### src/rtl/sr_cmd_conditioner.sv
// Command conditioner for an SR flip-flop: synchronises and debounces two push buttons and
// converts each debounced rising edge into a one-cycle S or R pulse, never both at once.
module sr_cmd_conditioner #(
    parameter int DEB_CYCLES = 4,
    parameter int CNT_W      = 3,
    parameter int PRIORITY   = 0
) (
    input  logic clk,
    input  logic rst,
    input  logic set_btn,
    input  logic clr_btn,
    output logic S,
    output logic R,
    output logic set_lvl,
    output logic clr_lvl,
    output logic conflict
);

    typedef enum logic [1:0] {
        IDLE   = 2'd0,
        PEND_S = 2'd1,
        PEND_R = 2'd2
    } state_t;

    // Channel 0 carries set, channel 1 carries clear.
    logic [1:0]            sync1_q, sync1_d;
    logic [1:0]            sync2_q, sync2_d;
    logic [1:0]            lvl_q, lvl_d;
    logic [1:0]            lvl_dly_q, lvl_dly_d;
    logic [1:0][CNT_W-1:0] cnt_q, cnt_d;
    logic [1:0]            req;
    state_t                state_q, state_d;
    logic                  s_q, s_d;
    logic                  r_q, r_d;
    logic                  conflict_q, conflict_d;

    // NOTE: sequential state uses non-blocking assignments so every flop samples pre-edge values.
    always_ff @(posedge clk or posedge rst) begin
        if (rst) begin
            sync1_q    <= '0;
            sync2_q    <= '0;
            lvl_q      <= '0;
            lvl_dly_q  <= '0;
            cnt_q      <= '0;
            state_q    <= IDLE;
            s_q        <= 1'b0;
            r_q        <= 1'b0;
            conflict_q <= 1'b0;
        end else begin
            sync1_q    <= sync1_d;
            sync2_q    <= sync2_d;
            lvl_q      <= lvl_d;
            lvl_dly_q  <= lvl_dly_d;
            cnt_q      <= cnt_d;
            state_q    <= state_d;
            s_q        <= s_d;
            r_q        <= r_d;
            conflict_q <= conflict_d;
        end
    end

    // NOTE: every signal gets a default before any branch, so no latch can be inferred.
    always_comb begin
        sync1_d   = {clr_btn, set_btn};
        sync2_d   = sync1_q;
        lvl_dly_d = lvl_q;
        lvl_d     = lvl_q;
        cnt_d     = '0;
        for (int ch = 0; ch < 2; ch++) begin
            // A return to the accepted level before acceptance drops all accumulated credit.
            if (sync2_q[ch] != lvl_q[ch]) begin
                if (cnt_q[ch] == CNT_W'(DEB_CYCLES - 1)) begin
                    lvl_d[ch] = sync2_q[ch];
                end else begin
                    cnt_d[ch] = cnt_q[ch] + 1'b1;
                end
            end
        end
    end

    assign req = lvl_q & ~lvl_dly_q;

    always_comb begin
        state_d    = state_q;
        s_d        = 1'b0;
        r_d        = 1'b0;
        conflict_d = 1'b0;
        case (state_q)
            IDLE: begin
                if (req[0] && req[1]) begin
                    conflict_d = 1'b1;
                    if (PRIORITY != 0) begin
                        s_d     = 1'b1;
                        state_d = PEND_R;
                    end else begin
                        r_d     = 1'b1;
                        state_d = PEND_S;
                    end
                end else begin
                    s_d = req[0];
                    r_d = req[1];
                end
            end
            // Debounce spacing guarantees no fresh request lands while a pulse is pending.
            PEND_S: begin
                s_d     = 1'b1;
                state_d = IDLE;
            end
            PEND_R: begin
                r_d     = 1'b1;
                state_d = IDLE;
            end
            default: state_d = IDLE;
        endcase
    end

    assign S        = s_q;
    assign R        = r_q;
    assign conflict = conflict_q;
    assign set_lvl  = lvl_q[0];
    assign clr_lvl  = lvl_q[1];

endmodule

### config.mk
export PLATFORM = sky130hd
export DESIGN_NAME = sr_cmd_conditioner
export DESIGN_NICKNAME = d
export VERILOG_FILES = /design/src/rtl/sr_cmd_conditioner.sv
export SDC_FILE = /design/constraint.sdc
export NUM_CORES = 1
export LEC_CHECK = 0
export ABC_AREA = 1
export BUFFER_PORTS_ARGS = -buffer_cell sky130_fd_sc_hd__buf_2
export CAP_MARGIN = 20
export CORE_MARGIN = 2
export CORE_UTILIZATION = 50
export DETAILED_ROUTE_END_ITERATION = 10
export PLACE_DENSITY = 0.75
export SLEW_MARGIN = 20
export SYNTH_ARGS = -nofsm -noshare
export SYNTH_HDL_FRONTEND = slang
export SYNTH_SLANG_ARGS = --single-unit
### constraint.sdc
create_clock -name clk -period 1 [get_ports clk]
set_input_delay 0.2 -clock clk [delete_from_list [all_inputs] [get_ports clk]]
set_output_delay 0.2 -clock clk [all_outputs]
set_load 0.05 [all_outputs]
Yosys cells after proc, flatten, opt, wreduce, memory -nomap -nowiden
Index checks and enable logic that the tools add are counted.

operators by class
  $add $sub $neg = 2
  eq/ne operators = 7
  muxes and demuxes = 12
  bitwise logic cells = 2
  reduce and logical (&&, ||, !) cells = 4

operator list
  operator             count
  $mux 3               4
  $add 3x1->3 const B  2
  $eq 3x2->1 const B   2
  $mux 1               4
  $mux 2               2
  $pmux 1 s2           2
  $reduce_and 2->1     2
  $and 2x2->2          1
  $eq 2x1->1 const B   1
  $eq 2x2->1 const B   1
  $logic_not 2->1      1
  $ne 1x1->1           2
  $ne 2x2->1 const B   1
  $not 2->2            1
  $logic_and 1x1->1    1

word-level totals
  register bits = 19
  input port bits = 4
  output and inout port bits = 5

Depth between registers and ports, before layout
Gate-level depths: netlist of run 1.

  depth after elaboration = 5
  depth in mapped cells = 4
  gate-level depth less buffers = 4

Worst setup path after synthesis of run 1
Ideal clock, no wire load.

  path kind = reg2reg
  start = reg lvl_q[1], in the netlist lvl_dly_d[1]
  end = reg cnt_q[3] (netlist name)
  setup time = 0.115 ns
  arrival time = 0.936 ns
  setup slack = -0.051 ns
  cell stages (with the launch flop) = 4
  path buffers = 0
  cells stage by stage = dfrtp_1 > nand2_1 > nand2_2 > nor2_1

RTL lines
  what                    RTL line  text
  from (decl)             28        logic [1:0] lvl_q, lvl_d;
  from (signal assigned)  52        lvl_q <= lvl_d;
  to (signal assigned)    54        cnt_q <= cnt_d;
  to (decl)               30        logic [1:0][CNT_W-1:0] cnt_q, cnt_d;

Worst setup path in the final report of run 1
  start = reg lvl_q[0], in the netlist lvl_dly_d[0]
  end = out set_lvl

RTL lines
  what       RTL line  text
  to (decl)  14        output logic set_lvl,

No word-level cell between the ends.

==> out/metrics.cfg, run 1 <==
[logic_synthesis]
synth.cell_area_um2=669
yosysSeqAreaShare_pct=67.3
synth-seq-cells=18
yosys_warnings=0
synth_top_area_share_pct=67.3
syn_inst=68
async_flop_share_pct=100
synth_common_cells=20 x nand2_1, 18 x dfrtp_1, 13 x inv_1
synthTopCellsByArea=dfrtp_1 67%, nand2_1 11%, inv_1 7.3%
synth.most_common_cell=nand2_1
yosys.area.top_type=dfrtp_1
synth_edf_count=0
synth.distinct_cells=9
avgSynthCellArea_um2=9.84
synth_nets=74
synth_flop_cell=dfrtp_1

[critical_path]
ff2ff_setup_slack_ns=0.06
worstPathCellList=buf_6
worstPathRequired_ns=0.80
critPathMaxFanout=2
r2r_start=cnt_q[0]$_DFF_PP0_
worstSetupEndpointType=output pin
timing.rr.end=cnt_q[0]$_DFF_PP0_
critPathBufInv=1
cp_top_family=flip-flops
worstRegToRegCells=4
crit_type=register to output pin
crit_end=set_lvl
arrival_ns=0.88
cpPeakStageDelay_ns=0.42
critical_path_depth=1
cp_slowest_cell=dfrtp_2
worstSetupStartpointType=register
crit_start=lvl_dly_d[0]$_DFFE_PP0P_

[grt]
grtUsageMet2_pct=19.8
grt_overflow_total=0
grt_max_degree=19
grtUsageTotal_pct=14.4
met3_usage_pct=3.33
antenna_found_initial=0
grt_pass1_vias=356
use_met1_pct=17.6
top_usage_layer=met2
grt_pass1_wl_mm=1.43

[drt]
first_pass_iters=4
avgViaCountPerCell=4.46
drt-wirelength-per-cell_um=9.54
route.detailed.drc=0
drt-total-wl_um=964
via_count=450
detail_route.iter0.violations=1
route.antenna.remaining_nets=0

[layout]
nets=93
fin_area_um2=856
n_antenna_cell=0
fillers=90
drive_gt1_share_pct=26.7
area_growth_pct=27.9
fin_util_pct=67.5

[pwr]
pwr-share-clk_pct=18.9
power-per-cell-area_mw_per_mm2=2850
sw_frac_of_total_pct=38.2
leakagePower_nw=0.461
vdd.ir_drop.worst_mv=1.31
p_seq_share_pct=41.7
p_sw_uw=932
power.internal_mw=1.51
finalPower_mw=2.44
combPwrFrac_pct=39.4

[clocking]
clock-sinks=18
cts_buffer_depth=2
clock_latency_ns=0.30
cts.clk_slew.worst_paths_ns=0.11
cts_tree=done
htree_levels=1
cts-root-buf=clkbuf_4
cts_buffers=3

[sta]
drv_slew=0
finalCritPeriodShare_pct=108
slew_headroom_pct=85.4
worst_slew_pin_slew_ns=0.219
period_needed_ns=1.08
finalHoldViolCount=0
rsz0062_at_grt=yes
finClkSkew_ns=0.00359
fmax_ghz=0.928
worst_slack_ns=-0.0780
setup_violations=5

[place]
gp_congestion=0.660
place.port_buffers=8
placed_area_um2=738
dp_hpwl_um=649

[floorplan]
rows=13
core_mm2=0.00127
dieArea_mm2=0.00165
die_w_um=40.6
die_h_um=40.6
ios=9
initial_core_util_pct=52.8

[job]
maxCapViolCount=0

[hold_path]
holdCritPathClass=register to register

[status]
violations=negative setup slack
status=complete, but fails checks

layout make-up:
class	count	area (um2)	share of cell area (%)
multi-input combinational	35	168	19.6
sequential	18	453	52.9
tap	15	18.8	2.19
timing repair buffer	14	124	14.5
inverter	15	56.3	6.58
clock buffer	4	36.3	4.24
power groups by stage:
stage / clock network (mW) / registers (mW) / logic (mW)
2_1_floorplan: 0 / 1.30 / 0.357
3_3_place_gp: 0 / 1.05 / 0.751
5_1_grt: 0.485 / 1.04 / 1.07
4_1_cts: 0.459 / 1.02 / 0.963
3_5_place_dp: 0 / 1.06 / 0.777
6_report: 0.462 / 1.02 / 0.962
layout by cell type, fill, tap and decap left out:
master	Yosys	layout
nand3_1	3	3
clkbuf_4	0	3
dfrtp_2	0	2
nand2_2	1	2
nand2_1	20	19
buf_6	0	5
dlygate4sd3_1	0	3
buf_4	0	3
buf_2	0	3
clkbuf_8	0	1
inv_1	13	13
nor2_1	8	8
dfrtp_1	18	16
inv_2	2	2
nor2_4	1	1
ha_2	0	1
ha_1	2	1
sequential cells by signal, summed over array words and instances (netlist names):
| register | count |
|---|---|
| sync1_q | 2 |
| lvl_dly_d | 2 |
| cnt_q | 6 |
| state_q | 1 |
| sync2_q | 2 |
| R | 1 |
| lvl_dly_q | 2 |
| S | 1 |
| conflict | 1 |
per-layer routing:
metal | up-vias | part of all wire (%)
li1 | 233 | -
met3 | 5 | 3.4
met4 | 0 | 4.6
met5 | - | 0
met2 | 10 | 46
met1 | 202 | 45
stage by stage:
step | instances | hold WS, ns | setup TNS [ns] | worst slack (ns)
detailed placement | 92 | 0.219 | 0 | 0.0676
CTS | 100 | 0.00154 | -0.272 | -0.0781
global route | 101 | 0.367 | -0.387 | -0.105
finish | 101 | 0.364 | -0.267 | -0.0780
global placement | 92 | 0.219 | 0 | 0.0937
floorplan | 68 | 0.138 | 0 | 0.0921
repair_timing:
| action | 4_1_cts | 5_1_grt |
|---|---|---|
| endpoints found under the setup margin | 5 | 7 |
| buffers inserted | 2 | 0 |
| gates resized for setup | 10 | 2 |
| pin swaps | 0 | 0 |
| hold buffers | 2 | 1 |
| hold endpoints to repair | 19 | 1 |
worst min-delay path by stage:
stage                          from                     end  cells past startpoint
6_report       sync1_q[1]$_DFF_PP0_    sync2_q[1]$_DFF_PP0_                      0
5_1_grt        sync1_q[1]$_DFF_PP0_    sync2_q[1]$_DFF_PP0_                      0
4_1_cts                     set_btn    sync1_q[0]$_DFF_PP0_                      1
3_5_place_dp                    rst  lvl_dly_q[0]$_DFF_PP0_                      3
3_3_place_gp                    rst  lvl_dly_q[0]$_DFF_PP0_                      3
2_1_floorplan                   rst             R$_DFF_PP0_                      1
cell families (layout without fill, tap and decap cells):
kind of cell	count (synthesis)	after routing	share of synthesized area, %
adders and majority gates	2	2	3.74
buffers and inverters	15	33	8.41
DFF	18	18	67.3
and+or+nand+nor	33	33	20.6
No activity file was read; power rests on OpenSTA's default activity.
==> run 2: changes to the inputs <==
--- a/config.mk
+++ b/config.mk
@@ -12,6 +12,7 @@
 export CORE_UTILIZATION = 50
 export DETAILED_ROUTE_END_ITERATION = 10
 export PLACE_DENSITY = 0.75
+export REMOVE_ABC_BUFFERS = 1
 export SLEW_MARGIN = 20
 export SYNTH_ARGS = -nofsm -noshare
 export SYNTH_HDL_FRONTEND = slang
==> run 2 against run 1 <==
- the flow still finishes with violations (negative setup slack)
- clock-buffer cell count is 1 lower
- maximum frequency rose by 3.6%
- register-to-register slack about the same
- hold slack lost 0.0095 ns
- largest power group unchanged
- via count shrank 3.1%
- final cell count is the same
- non-clock buffer count is 1 higher
- final area is 0.73% lower
- sequential power hardly changed
- largest cell class unchanged
- worst setup slack gained 0.038 ns
- utilization fell by 0.49 points
- first-iteration DRC count unchanged
==> out/metrics.cfg, run 2 (synthesized netlist as in run 1, its figures left out) <==
[grt]
grt_pass1_vias=387  ; +8.7%
grt_overflow_total=0  ; unchanged
grt_max_degree=19  ; unchanged
grt_pass1_wl_mm=1.49  ; +4.3%
antenna_found_initial=0  ; unchanged
grtUsageTotal_pct=14.9  ; +0.55 points

[place]
pre_cts_ws_ns=0.0569  ; -0.0108 ns
dp_hpwl_um=652  ; +0.40%
place.port_buffers=8  ; unchanged
gp_congestion=0.664  ; +0.61%

[drt]
avgViaCountPerCell=4.32  ; -3.1%
drt-total-wl_um=991  ; +2.8%
drt-wirelength-per-cell_um=9.81  ; +2.8%
route.detailed.drc=0  ; unchanged
route.antenna.remaining_nets=0  ; unchanged
detail_route.iter0.violations=1  ; unchanged
first_pass_iters=2  ; -2
via_count=436  ; -3.1%

[layout]
regMostFlops=cnt_q
largest_reg_flops=6  ; unchanged
drive_gt1_share_pct=25.6  ; -1.2 points
fillers=93  ; +3.3%
nets=94  ; +1.1%
area_growth_pct=26.9
n_antenna_cell=0  ; unchanged
final_cell_mix=18 x dfrtp_1, 18 x nand2_1, 13 x inv_1

[status]
status=complete, but fails checks
violations=negative setup slack

[floorplan]
core_mm2=0.00127  ; unchanged
ios=9  ; unchanged
dieArea_mm2=0.00165  ; unchanged
die_w_um=40.6  ; unchanged
rows=13  ; unchanged
initial_core_util_pct=52.8  ; unchanged
die_h_um=40.6  ; unchanged

[pwr]
power-per-cell-area_mw_per_mm2=2790  ; -2.4%
leakagePower_nw=0.462  ; +0.15%
power.internal_mw=1.45  ; -4.0%
vdd.ir_drop.worst_mv=1.18  ; -10%
p_seq_share_pct=43.0  ; +1.3 points
sw_frac_of_total_pct=38.8  ; +0.61 points
combPwrFrac_pct=42.5  ; +3.1 points
p_sw_uw=918  ; -1.5%
pwr-share-clk_pct=14.5  ; -4.4 points

[clocking]
cts.clk_slew.worst_paths_ns=0.09  ; -0.02 ns
htree_levels=1  ; unchanged
cts-root-buf=clkbuf_4
cts_tree=done
clock-sinks=18  ; unchanged
cts_buffers=3  ; unchanged
cts_buffer_depth=2  ; unchanged
clock_latency_ns=0.28  ; -0.02 ns

[critical_path]
worstSetupStartpointType=register
worstSetupEndpointType=output pin
worstPathRequired_ns=0.80  ; about the same
worstPathCellList=buf_6
cpPeakStageDelay_ns=0.40  ; -0.02 ns
critPathBufInv=1  ; unchanged
arrival_ns=0.84  ; -0.04 ns
cp_slowest_cell=dfrtp_1
critPathMaxFanout=2  ; unchanged
crit_type=register to output pin
cp_top_family=flip-flops

[sta]
rsz0062_at_grt=yes
fin_tns_setup_ns=-0.139  ; +0.128 ns
fmax_ghz=0.961  ; +3.6%
finalHoldViolCount=0  ; unchanged
drv_slew=0  ; unchanged
worst_slack_ns=-0.0403  ; +0.0377 ns
finalCritPeriodShare_pct=104  ; -3.8 points
hold_slack_ns=0.355  ; -0.00947 ns
worst_slew_pin_slew_ns=0.225  ; +0.00607 ns
setup_violations=5  ; unchanged
finClkSkew_ns=0.00250  ; -0.00109 ns
slew_headroom_pct=85.0  ; -0.40 points
period_needed_ns=1.04  ; -0.0377 ns

[hold_path]
holdCritPathClass=register to register

[job]
maxCapViolCount=0  ; unchanged

## run 2: cell types whose count changed in the layout (fill, tap and decap cells not counted)
cell	before	now
buf_4	3	4
clkbuf_8	1	0
dfrtp_1	16	18
dfrtp_2	2	0
nand2_1	19	18
nand2_2	2	3
## run 2: power groups by stage
stage | Clock (mW) | Combinational, mW | Sequential, mW
after global placement | 0 | 0.758 | 1.04
after floorplan | 0 | 0.358 | 1.29
after detailed placement | 0 | 0.788 | 1.04
final | 0.343 | 1.01 | 1.02
after global routing | 0.391 | 1.11 | 1.04
after CTS | 0.354 | 0.980 | 1.02
## run 2: metrics by stage
step	util [%]	cell area, um2	std cells	power (mW)
3_3_place_gp	58.0	736	92	1.79
4_1_cts	64.4	817	98	2.35
3_5_place_dp	58.0	736	92	1.83
2_1_floorplan	-	669	68	1.65
5_1_grt	67.0	850	101	2.54
6_report	67.0	850	101	2.37
## run 2: final cells by class
type	count	area, um2	share of cell area (%)
clock buffer	3	22.5	2.65
inverter	15	56.3	6.63
multi-input combinational	35	170	20.0
sequential	18	450	53.0
tap	15	18.8	2.21
timing repair buffer	15	131	15.5
## run 2: path summary, 6_finish.rpt
kind	from	to	slack, ns	depth (start not counted)
max	lvl_dly_d[0]$_DFFE_PP0P_	set_lvl	-0.04	1
min	sync1_q[0]$_DFF_PP0_	sync2_q[0]$_DFF_PP0_	0.35	0
max reg2reg	cnt_q[0]$_DFF_PP0_	cnt_q[1]$_DFF_PP0_	0.06	3
min reg2reg	sync1_q[0]$_DFF_PP0_	sync2_q[0]$_DFF_PP0_	0.35	0
max in group asynchronous	rst	sync2_q[0]$_DFF_PP0_	0.35	4
min in group asynchronous	rst	S$_DFF_PP0_	0.46	4
## run 2: per-layer routing
metal	up-vias	global-route usage (%)	share of wire [%]
li1	232	-	-
met1	193	16.4	45
met2	9	24.2	50
met3	2	5.00	4.5
met4	0	10.0	0.61
met5	-	0	0
## run 2: repair_timing
item,CTS,global route
endpoints found under the hold margin,18,2
setup endpoints to repair,6,9
cloned,0,0
gates resized for setup,11,2
setup buffers,2,1
hold buffers,1,2
==> run 3: changes to the inputs <==
==> constraint.sdc (replaced) <==
create_clock -name clk -period 1 [get_ports clk]
set_input_delay 0.2 -clock clk [delete_from_list [all_inputs] [get_ports clk]]
set_output_delay 0.2 -clock clk [all_outputs]
set_load 0.005 [all_outputs]
==> run 3 against run 2 <==
- first-iteration DRC count grew to 3.0 times the previous value
- largest cell class unchanged
- critical path type unchanged
- via count down 0.23%
- clock skew about the same
- clock-buffer cell count is 1 higher
- utilization shrank 2.4 points
- maximum frequency up 2.5%
- hold slack got worse by 0.34 ns
- the run still ends with negative setup slack left
==> out/metrics.cfg, run 3 (synthesized netlist as in run 1, its figures left out) <==
[clocking]
cts_buffer_depth=2  ; unchanged
clock_latency_ns=0.29  ; about the same
htree_levels=1  ; unchanged
cts_tree=done
cts-root-buf=clkbuf_4
cts_buffers=3  ; unchanged
cts.clk_slew.worst_paths_ns=0.10  ; about the same
clock-sinks=18  ; unchanged

[layout]
final_cell_mix=19 x nand2_1, 17 x dfrtp_1, 13 x inv_1
fillers=104  ; +12%
n_antenna_cell=0  ; unchanged
regMostFlops=cnt_q
fin_cells=100  ; -0.99%
nets=92  ; -2.1%
layout_commonest_cell=nand2_1
area_growth_pct=22.4
drive_gt1_share_pct=25.9  ; +0.30 points
largest_reg_flops=6  ; unchanged
final-seq-area_um2=452  ; +0.28%
fin_area_um2=820  ; -3.5%
multi_input_area_um2=168  ; -1.5%

[critical_path]
worstSetupEndpointType=output pin
critPathBufInv=1  ; unchanged
worstSetupStartpointType=register
timing.rr.end=cnt_q[1]$_DFF_PP0_
critical_path_depth=1  ; unchanged
worstRegToRegCells=4  ; +1
worstPathCellList=buf_6
worstPathRequired_ns=0.80  ; about the same
cpPeakStageDelay_ns=0.42  ; +0.02 ns
critPathMaxFanout=2  ; unchanged
cp_slowest_cell=dfrtp_2
arrival_ns=0.81  ; -0.03 ns
ff2ff_setup_slack_ns=0.07  ; about the same
r2r_start=cnt_q[0]$_DFF_PP0_
crit_type=register to output pin
cp_top_family=flip-flops

[grt]
grt_overflow_total=0  ; unchanged
grt_max_degree=19  ; unchanged
grt_pass1_wl_mm=1.48  ; -0.94%
antenna_found_initial=0  ; unchanged
grt_pass1_vias=358  ; -7.5%
grtUsageTotal_pct=14.7  ; -0.28 points

[pwr]
vdd.ir_drop.worst_mv=1.30  ; +10%
power.internal_mw=1.43  ; -1.4%
p_seq_share_pct=48.4  ; +5.4 points
combPwrFrac_pct=30.4  ; -12 points
leakagePower_nw=0.454  ; -1.8%
sw_frac_of_total_pct=30.7  ; -8.1 points
power-per-cell-area_mw_per_mm2=2520  ; -9.7%
p_sw_uw=632  ; -31%
pwr-share-clk_pct=21.2  ; +6.7 points

[floorplan]
die_h_um=40.6  ; unchanged
rows=13  ; unchanged
dieArea_mm2=0.00165  ; unchanged
initial_core_util_pct=52.8  ; unchanged
ios=9  ; unchanged
die_w_um=40.6  ; unchanged
core_mm2=0.00127  ; unchanged

[drt]
avgViaCountPerCell=4.35  ; +0.77%
drt-total-wl_um=871  ; -12%
route.antenna.remaining_nets=0  ; unchanged
first_pass_iters=3  ; +1
detail_route.iter0.violations=3  ; +2
drt-wirelength-per-cell_um=8.71  ; -11%
route.detailed.drc=0  ; unchanged
via_count=435  ; -0.23%

[sta]
fin_tns_setup_ns=-0.0145  ; +0.125 ns
setup_violations=1  ; -4
worst_slew_pin_slew_ns=0.215  ; -0.0104 ns
hold_slack_ns=0.0145  ; -0.340 ns
rsz0062_at_grt=yes
finalCritPeriodShare_pct=101  ; -2.6 points
finalHoldViolCount=0  ; unchanged
finClkSkew_ns=0.00201  ; -0.000491 ns
slew_headroom_pct=85.7  ; +0.69 points
worst_slack_ns=-0.0145  ; +0.0258 ns
fmax_ghz=0.986  ; +2.5%
period_needed_ns=1.01  ; -0.0258 ns
drv_slew=0  ; unchanged

[job]
maxCapViolCount=0  ; unchanged

[place]
dp.cells=92  ; unchanged
placed_area_um2=736  ; unchanged
pre_cts_ws_ns=0.0696  ; +0.0127 ns
gp_congestion=0.687  ; +3.5%
dp_hpwl_um=657  ; +0.89%
place.port_buffers=8  ; unchanged

[hold_path]
worstHoldEndpoint=sync1_q[0]$_DFF_PP0_
min_path_cells=1  ; +1
holdCritPathClass=primary input to register
min-delay-start=set_btn

[status]
status=complete, but fails checks
violations=negative setup slack

run 3: final cells by class:
type                       count  share of cell area, %
inverter                      15                   6.87
clock buffer                   4                   4.43
multi-input combinational     35                   20.5
tap                           15                   2.29
sequential                    18                   55.1
timing repair buffer          13                   10.8
run 3: worst register-to-register path, stage by stage, from the launching register on:
cell	delay [ns]
dfrtp_1	0.39
ha_1	0.23
nand2_1	0.11
nand2_1	0.06
nor2_1	0.09
run 3: worst max path at each step:
stage / endpoint / start
3_3_place_gp: cnt_q[3]$_DFF_PP0_ / cnt_q[3]$_DFF_PP0_
6_report: clr_lvl / lvl_dly_d[1]$_DFFE_PP0P_
4_1_cts: clr_lvl / lvl_dly_d[1]$_DFFE_PP0P_
5_1_grt: set_lvl / lvl_dly_d[0]$_DFFE_PP0P_
2_1_floorplan: cnt_q[0]$_DFF_PP0_ / cnt_q[0]$_DFF_PP0_
3_5_place_dp: cnt_q[3]$_DFF_PP0_ / cnt_q[3]$_DFF_PP0_
run 3: power by group through the flow:
stage / clock network, mW / logic (mW) / registers, mW
after global placement: 0 / 0.489 / 1.04
after global routing: 0.484 / 0.716 / 1.03
final: 0.437 / 0.626 / 0.999
after floorplan: 0 / 0.357 / 1.04
after CTS: 0.449 / 0.611 / 0.996
after detailed placement: 0 / 0.511 / 1.05
run 3: layer usage:
metal	wire (um)	GRT usage (%)
met1	405	18.8
met3	42	3.33
met5	0	0
met2	416	21.8
met4	7	10.0
run 3: per-stage QoR:
| stage | power [mW] | util [%] |
|---|---|---|
| after floorplan | 1.40 | - |
| after global placement | 1.53 | 58.0 |
| after detailed placement | 1.56 | 58.0 |
| after CTS | 2.06 | 62.9 |
| after global routing | 2.23 | 64.6 |
| final | 2.06 | 64.6 |
run 3: what timing repair did:
action,4_1_cts,5_1_grt
buffers inserted,2,0
hold endpoints to repair,18,1
endpoints found under the setup margin,2,7
gates cloned,0,0
resized for setup,1,3
hold buffers,1,1
